File: src/rtl/sqrt_pkg.sv
// Shared types for the odd-subtraction square-root controller.
package sqrt_pkg;

  localparam int unsigned SQRT_W_DEF = 8;

  typedef enum logic [2:0] {
    IDLE = 3'd0,
    LOAD = 3'd1,
    CMP  = 3'd2,
    SUB  = 3'd3,
    DONE = 3'd4
  } state_t;

endpackage

File: src/rtl/sqrt_controller_if.sv
// Request/result bundle between a requester and the square-root controller.
interface sqrt_controller_if #(
  parameter int unsigned W = sqrt_pkg::SQRT_W_DEF
);
  logic             Start;
  logic [W-1:0]     N;
  logic             Busy;
  logic             Done;
  logic [W/2-1:0]   Root;
  logic [W-1:0]     Rem;

  modport master (output Start, N, input Busy, Done, Root, Rem);
  modport slave  (input Start, N, output Busy, Done, Root, Rem);
endinterface

File: src/rtl/sqrt_top.sv
// Integration wrapper: controller plus the odd-integer register it steers.
module sqrt_top
  import sqrt_pkg::*;
#(
  parameter int unsigned W = SQRT_W_DEF
) (
  input  logic             clk,
  input  logic             rst,
  sqrt_controller_if.slave bus
);

  logic [W/2:0] curr_num;
  logic         inc;
  logic         clr_odd;

  sqrt_controller #(.W(W)) u_ctrl (
    .clk      (clk),
    .rst      (rst),
    .bus      (bus),
    .curr_num (curr_num),
    .Inc      (inc),
    .Clr_odd  (clr_odd)
  );

  // Clr_odd restores the odd register to 1 at the start of each computation.
  square_root #(.W(W)) u_odd (
    .clk      (clk),
    .rst      (rst | clr_odd),
    .Inc      (inc),
    .curr_num (curr_num)
  );

endmodule

File: src/rtl/square_root.sv
// Odd-integer register: holds 1, 3, 5, ... and advances by 2 on Inc.
module square_root
  import sqrt_pkg::*;
#(
  parameter int unsigned W = SQRT_W_DEF
) (
  input  logic         clk,
  input  logic         rst,
  input  logic         Inc,
  output logic [W/2:0] curr_num
);

  localparam int unsigned CW = W / 2 + 1;

  logic [CW-1:0] odd_q;

  always_ff @(posedge clk or posedge rst) begin
    if (rst) begin
      odd_q <= CW'(1);
    end else if (Inc) begin
      odd_q <= odd_q + CW'(2);
    end
  end

  assign curr_num = odd_q;

endmodule

File: src/rtl/sqrt_controller.sv
// Control FSM and remainder datapath for odd-number-subtraction integer sqrt.
module sqrt_controller
  import sqrt_pkg::*;
#(
  parameter int unsigned W = SQRT_W_DEF
) (
  input  logic                 clk,
  input  logic                 rst,
  sqrt_controller_if.slave     bus,
  input  logic [W/2:0]         curr_num,
  output logic                 Inc,
  output logic                 Clr_odd
);

  localparam int unsigned RW = W / 2;

  state_t        state_q, state_d;
  logic [W-1:0]  r_q, r_d;
  logic [W-1:0]  rem_q, rem_d;
  logic [RW-1:0] root_q, root_d;
  logic          done_q, done_d;
  logic          busy_q, busy_d;
  logic          clr_q, clr_d;

  logic accept;
  logic r_ge;

  // Start is only honoured while no computation is in flight.
  assign accept = bus.Start && ((state_q == IDLE) || (state_q == DONE));
  assign r_ge   = (r_q >= W'(curr_num));

  always_ff @(posedge clk or posedge rst) begin
    if (rst) begin
      state_q <= IDLE;
    end else begin
      state_q <= state_d;
    end
  end

  always_comb begin
    state_d = state_q;
    case (state_q)
      IDLE:    if (accept) state_d = LOAD;
      LOAD:    state_d = CMP;
      CMP:     state_d = r_ge ? SUB : DONE;
      SUB:     state_d = CMP;
      DONE:    if (accept) state_d = LOAD;
      default: state_d = IDLE;
    endcase
  end

  // Inc is a Moore output so the odd register steps on the same edge as R.
  always_comb begin
    Inc = 1'b0;
    if (state_q == SUB) Inc = 1'b1;
  end

  always_comb begin
    r_d    = r_q;
    rem_d  = rem_q;
    root_d = root_q;
    done_d = done_q;
    busy_d = busy_q;
    clr_d  = 1'b0;
    if (accept) begin
      r_d    = bus.N;
      root_d = '0;
      clr_d  = 1'b1;
      done_d = 1'b0;
      busy_d = 1'b1;
    end else if ((state_q == CMP) && !r_ge) begin
      rem_d  = r_q;
      done_d = 1'b1;
      busy_d = 1'b0;
    end else if (state_q == SUB) begin
      r_d    = r_q - W'(curr_num);
      root_d = root_q + RW'(1);
    end
  end

  always_ff @(posedge clk or posedge rst) begin
    if (rst) begin
      r_q    <= '0;
      rem_q  <= '0;
      root_q <= '0;
      done_q <= 1'b0;
      busy_q <= 1'b0;
      clr_q  <= 1'b0;
    end else begin
      r_q    <= r_d;
      rem_q  <= rem_d;
      root_q <= root_d;
      done_q <= done_d;
      busy_q <= busy_d;
      clr_q  <= clr_d;
    end
  end

  assign bus.Root = root_q;
  assign bus.Rem  = rem_q;
  assign bus.Done = done_q;
  assign bus.Busy = busy_q;
  assign Clr_odd  = clr_q;

endmodule
File: src/flat_wrapper.sv
// flat-port wrapper written by rule: the top's interface ports become plain ports
module sqrt_top_flat import sqrt_pkg::*;
#(
  parameter int unsigned W = SQRT_W_DEF
)
  (clk, rst, bus_Start, bus_N, bus_Busy, bus_Done, bus_Root, bus_Rem);
  sqrt_controller_if #(.W(W)) bus_i ();
  input  logic clk;
  input  logic rst;
  input wire logic [$bits(bus_i.Start)-1:0] bus_Start;
  input wire logic [$bits(bus_i.N)-1:0] bus_N;
  output wire logic [$bits(bus_i.Busy)-1:0] bus_Busy;
  output wire logic [$bits(bus_i.Done)-1:0] bus_Done;
  output wire logic [$bits(bus_i.Root)-1:0] bus_Root;
  output wire logic [$bits(bus_i.Rem)-1:0] bus_Rem;
  assign bus_i.Start = bus_Start;
  assign bus_i.N = bus_N;
  assign bus_Busy = bus_i.Busy;
  assign bus_Done = bus_i.Done;
  assign bus_Root = bus_i.Root;
  assign bus_Rem = bus_i.Rem;
  sqrt_top #(.W(W)) u_core (.clk(clk), .rst(rst), .bus(bus_i));
endmodule
File: config.mk
export PLATFORM = sky130hd
export DESIGN_NAME = sqrt_top_flat
export DESIGN_NICKNAME = d
export VERILOG_FILES = /design/src/rtl/sqrt_pkg.sv /design/src/rtl/sqrt_controller_if.sv /design/src/rtl/sqrt_top.sv /design/src/rtl/square_root.sv /design/src/rtl/sqrt_controller.sv /design/src/flat_wrapper.sv
export SDC_FILE = /design/constraint.sdc
export NUM_CORES = 1
export LEC_CHECK = 0
export ABC_AREA = 1
export BUFFER_PORTS_ARGS = -buffer_cell sky130_fd_sc_hd__buf_4
export CAP_MARGIN = 20
export CORE_ASPECT_RATIO = 1.1
export CORE_MARGIN = 5
export CORE_UTILIZATION = 54
export CTS_CLUSTER_SIZE = 25
export DETAILED_ROUTE_END_ITERATION = 12
export PLACE_DENSITY = 0.77
export SLEW_MARGIN = 25
export SYNTH_ARGS = -nofsm -noshare
export SYNTH_HDL_FRONTEND = slang
export SYNTH_SLANG_ARGS = --single-unit
export TNS_END_PERCENT = 1
File: constraint.sdc
create_clock -name clk -period 0.8 [get_ports clk]
set_input_delay 0.12 -clock clk [delete_from_list [all_inputs] [get_ports clk]]
set_output_delay 0.12 -clock clk [all_outputs]
set_load 0.05 [all_outputs]
# Word-level counts from Yosys, hierarchy flattened
# Index checks and enable logic that the tools add are counted.
[classes]
n_addsub = 3
mux = 15
n_lt_le_gt_ge = 1
bitwise = 2
eq_ne = 6
reduce_logical = 11
[ops]
columns = ["cell", "count"]
rows = [
  ["$mux 8", 3],
  ["$mux 4", 3],
  ["$pmux 3 s3", 1],
  ["$ge 8x5->1", 1],
  ["$sub 8x5->8", 1],
  ["$eq 3x2->1 const B", 2],
  ["$mux 1", 6],
  ["$mux 3", 2],
  ["$add 5x2->5 const B", 1],
  ["$add 4x1->4 const B", 1],
  ["$reduce_and 2->1", 2],
  ["$reduce_bool 2->1", 2],
  ["$reduce_or 2->1", 2],
  ["$eq 3x1->1 const B", 1],
  ["$eq 3x3->1 const B", 1],
  ["$logic_not 3->1", 1],
  ["$logic_and 1x1->1", 2],
  ["$ne 2x1->1 const B", 1],
  ["$ne 2x2->1 const B", 1],
  ["$logic_not 1->1", 1],
  ["$logic_or 1x1->1", 1],
  ["$not 1->1", 1],
  ["$or 1x1->1", 1],
]
[totals]
wordCells = 46
ff_bits = 31

# Longest topological paths before layout
[depth]
word_depth = 5
mapped_depth = 11
mapped_depth_nobuf = 10

# Cells and area by module
# Synthesis repeated with hierarchy kept, for this count alone.
[unflattened]
cells_unflattened = 198
hier_area_um2 = 1632.8
[modules_own_cells]
columns = ["module", "n_inst", "seq_area_each_um2", "area_each_um2", "cells_each"]
rows = [
  ["sqrt_controller", 1, 650.6, 1426.4, 173],
  ["square_root", 1, 100.1, 195.2, 22],
  ["sqrt_top", 1, 0.0, 11.3, 3],
]

# Worst setup path after synthesis
# Ideal clock, no wire load.
[synth_timing]
path_kind = "register to register"
from = "register u_core.u_odd.odd_q[1], in the netlist u_core.u_odd.curr_num[1]"
to = "register u_core.u_ctrl.busy_q, in the netlist u_core.u_ctrl.bus.Busy"
path_slack_ns = -0.859
path_stages_with_launch = 11
synth_period_minus_slack_ns = 1.659
arrival_time_ns = 1.540
path_buffers = 1
required_ns = 0.681
path_cell_list = "dfrtp_1 -> inv_1 -> ha_1 -> ha_1 -> inv_1 -> nor2_1 -> a21oi_2 -> nand3_4 -> buf_6 -> nand2_1 -> nand2_1"
[synth_between]
elab_chain_len = 4
[synth_rtl]
columns = ["item", "line_no", "rtl"]
rows = [
  ["start, declared", "square_root.sv:15", "logic [CW-1:0] odd_q;"],
  ["start signal, assigned", "square_root.sv:21", "odd_q <= odd_q + CW'(2);"],
  ["$ge 8x5->1", "sqrt_controller.sv:30", "assign r_ge = (r_q >= W'(curr_num));"],
  ["$logic_not 1->1", "sqrt_controller.sv:71", "end else if ((state_q == CMP) && !r_ge) begin"],
  ["$logic_and 1x1->1", "sqrt_controller.sv:71", ""],
  ["$reduce_bool 2->1 (no source line)", "-", ""],
  ["end signal, assigned", "sqrt_controller.sv:94", "busy_q <= busy_d;"],
  ["end, declared", "sqrt_controller.sv:22", "logic busy_q, busy_d;"],
]
# No other way between the ends.
# A chain may end at the register's enable or synchronous reset.

# Final worst setup path
[layout_timing]
from = "register u_core.u_odd.odd_q[1], in the netlist u_core.u_odd.curr_num[1]"
to = "register u_core.u_ctrl.rem_q[4], in the netlist u_core.u_ctrl.bus.Rem[4]"
[layout_between]
elab_chain_len = 4
[layout_rtl]
columns = ["item", "line_no", "rtl"]
rows = [
  ["$ge 8x5->1", "sqrt_controller.sv:30", ""],
  ["$logic_not 1->1", "sqrt_controller.sv:71", ""],
  ["$logic_and 1x1->1", "sqrt_controller.sv:71", ""],
  ["$reduce_and 2->1 (no source line)", "-", ""],
  ["end signal, assigned", "sqrt_controller.sv:91", "rem_q <= rem_d;"],
  ["end, declared", "sqrt_controller.sv:19", "logic [W-1:0] rem_q, rem_d;"],
]
# No other way between the ends.

==> results.yml <==
outcome:
  status: "finished, violations left"
  violations: "hold timing, setup timing"
global_route:
  track_usage_pct: 25.9
  grt_pass1_wl_um: 7380
  overflow: 0
  grt_max_degree: 27
  antenna_found_initial: 0
  first_global_vias: 1613
floorplan:
  fp-row-count: 20
  initial_core_util_pct: 56.1
  dieArea_sq_um: 4060
  die_y_um: 66.4
  ios: 25
  coreArea_sq_um: 2780
  dieWidth_um: 61.2
detailed_routing:
  wl_per_cell_um: 17.8
  ant_nets: 0
  post-route-drc-count: 0
  drtIter0Drc: 100
  vias: 1573
  routed_wirelength_um: 4980
  first_pass_iters: 4
  via_per_inst: 5.64
synth:
  ys.flop_type: "dfrtp_1"
  ys_seq_elements: 30
  synth_edf_count: 0
  synth_nets: 192
  synthSimpleGateAreaFrac_pct: 19.8
  syn_inst: 173
  seq_area_frac_synth_pct: 48.2
  yosysMostFrequentCell: "nand2_1"
  async_flop_share_pct: 100
  yosys-top-cells-area: "dfrtp_1 48%, nand2_1 10%, inv_1 7.2%, ha_1 5.6%, xor2_1 3.4%"
  synthAdderAreaFrac_pct: 6.90
  yosysWarnings: 0
  synth_cell_type_count: 27
  synthMuxAreaShare_pct: 0
  synth_top_cell_by_area: "dfrtp_1"
  synth_top_area_share_pct: 48.2
  synth_area_sq_um: 1560
  synth_top_family_by_area: "simple AND/OR/NAND/NOR gates"
  synth_area_per_cell_sq_um: 9.01
  synth-compound-area-share_pct: 12.2
  synth_common_cells: "42 x nand2_1, 30 x dfrtp_1, 30 x inv_1"
  synth-xor-area-share_pct: 4.49
final_layout:
  n_antenna_cell: 0
  layout-drive-gt1-share_pct: 47.2
  final_area_sq_um: 2370
  post-route-util_pct: 85.3
  syn_to_final_growth_pct: 51.9
  nets: 264
  fillers: 146
clock_network:
  ctsHoldBuffers: 2
  cts.reportedPaths.clkPinSlew_ns: 0.11
  htree_levels: 2
  cts_root_buf: "clkbuf_4"
  cts_tree: "built"
  clock_path_buffers: 2
  cts_num_sinks: 30
  clkLatencyLatePin_ns: 0.35
  numCtsBuffers: 5
placement:
  gp_congestion: 0.860
  dp_slack_ns: -0.876
  portBuffers: 24
  dpl-instance-area_sq_um: 2070
  post-dp-hpwl_um: 2740
pwr:
  swShare_pct: 47.5
  comb_power_share_pct: 68.0
  power_density_nw_per_um2: 4910
  pwr-share-clk_pct: 8.6
  ir_worst_vdd_uv: 3520
  power_w: 0.0116
  netSwitchingPower_w: 0.00553
  p_leak_nw: 1.21
  p_seq_share_pct: 23.4
  power.internal_w: 0.00611
timing:
  fin_crit_ns: 1.73
  layout_setup_ws_ns: -0.935
  setup_viol: 44
  worst_pin_slew_ns: 0.476
  rsz0062_at_grt: "yes"
  whs_ns: -0.0517
  hold_violations: 1
  timing.fmax_ghz: 0.576
  drv_slew: 0
  relSlewSlack_pct: 68.2
  fin_crit_sh_pct: 217
  fin_skew_ns: 0.0120
setup_path:
  r2r_start: "u_core.u_odd.curr_num[1]$_DFFE_PP0N_"
  required_ns: 1.04
  worstSetupStartpointType: "register"
  crit_type: "reg -> reg"
  arrival_ns: 1.98
  crit_fanout: 8
  startpoint: "u_core.u_odd.curr_num[1]$_DFFE_PP0N_"
  cp-end-kind: "register"
min_path:
  hp-class: "in -> reg"
  hp-start: "bus_Start"
job:
  max_cap_viol_count: 0
==> cell type report <==
class                      instances  area (sq um)  area share (%)
clock buffer                       7          55.1            2.32
clock inverter                     1          5.00           0.211
inverter                          30           113            4.75
multi-input combinational        112           821            34.7
sequential                        30           753            31.8
tap                               33          41.3            1.74
timing repair buffer              66           581            24.5
==> worst max-delay path: stages (launching register included) <==
cell and delay (ns):
dfrtp_1 0.42, inv_2 0.13, ha_4 0.24, ha_4 0.15, inv_2 0.05, nor2_2 0.03
a21oi_2 0.14, buf_6 0.14, nand3_4 0.14, nand2_1 0.11, o21ai_1 0.07
==> what timing repair did <==
item	4_1_cts	5_1_grt
endpoints found under the setup margin	44	44
hold endpoints to repair	32	1
buffers inserted	2	3
pin swaps	5	6
resized for setup	33	16
gates cloned	1	0
==> logic make-up (layout without fill, tap and decap cells) <==
family / Yosys count / count (layout)
buf+inv: 32 / 104
simple gates: 67 / 68
xor+xnor: 8 / 8
fa+ha+maj: 8 / 8
compound gates: 28 / 28
flops: 30 / 30
==> power groups by stage <==
stage	Clock [W]	Combinational, W	Sequential [W]
6_report	0.00100	0.00792	0.00272
5_1_grt	0.00108	0.00850	0.00277
4_1_cts	0.000980	0.00701	0.00263
3_5_place_dp	0	0.00639	0.00260
3_3_place_gp	0	0.00613	0.00255
2_1_floorplan	0	0.00305	0.00332
==> layer usage <==
layer | track usage (%) | share of wire (%) | vias to the layer above
li1 | - | - | 700
met1 | 29.0 | 38 | 783
met2 | 41.9 | 52 | 73
met3 | 7.03 | 6.3 | 17
met4 | 16.8 | 3.6 | 0
met5 | 0 | 0 | -
==> cells in the final DEF, fill, tap and decap left out, types with 4 or more instances in the layout <==
cell type  count
buf_4         46
nand2_1       32
dfrtp_1       28
inv_1         22
buf_6         16
nand2_2        9
inv_2          8
nor2_1         7
xor2_1         6
nand3_1        6
o22ai_1        6
a21oi_1        5
clkbuf_4       5
a21oi_2        4
o21ai_2        4
ha_4           4
==> path summary, 6_finish.rpt <==
check,to,cells after the start,slack (ns)
max in group asynchronous,u_core.u_odd.curr_num[3]$_DFFE_PP0N_,3,0.20
min in group asynchronous,u_core.u_odd.curr_num[1]$_DFFE_PP0N_,1,0.30
worst max register to register,u_core.u_ctrl.bus.Rem[4]$_DFFE_PP0P_,10,-0.93
worst min register to register,u_core.u_odd.curr_num[1]$_DFFE_PP0N_,1,0.30
worst max-delay path,u_core.u_ctrl.bus.Rem[4]$_DFFE_PP0P_,10,-0.93
worst min-delay path,u_core.u_ctrl.state_q[2]$_DFFE_PP0P_,2,-0.05
==> sequential cells by signal, indices dropped and copies added, names as in the netlist <==
name / cells
u_core.u_odd.curr_num: 4
u_core.u_ctrl.state_q: 3
u_core.u_ctrl.bus.Root: 4
u_core.u_ctrl.Clr_odd: 1
u_core.u_ctrl.bus.Busy: 1
u_core.u_ctrl.bus.Done: 1
u_core.u_ctrl.r_q: 8
u_core.u_ctrl.bus.Rem: 8
==> per-stage QoR <==
stage                     setup TNS (ns)  instances
after floorplan                   -15.92        173
after global placement            -18.21        263
after detailed placement          -19.47        263
after CTS                         -21.81        276
after global routing              -26.58        279
final                             -24.49        279
Power figures use the tool's default switching activity.
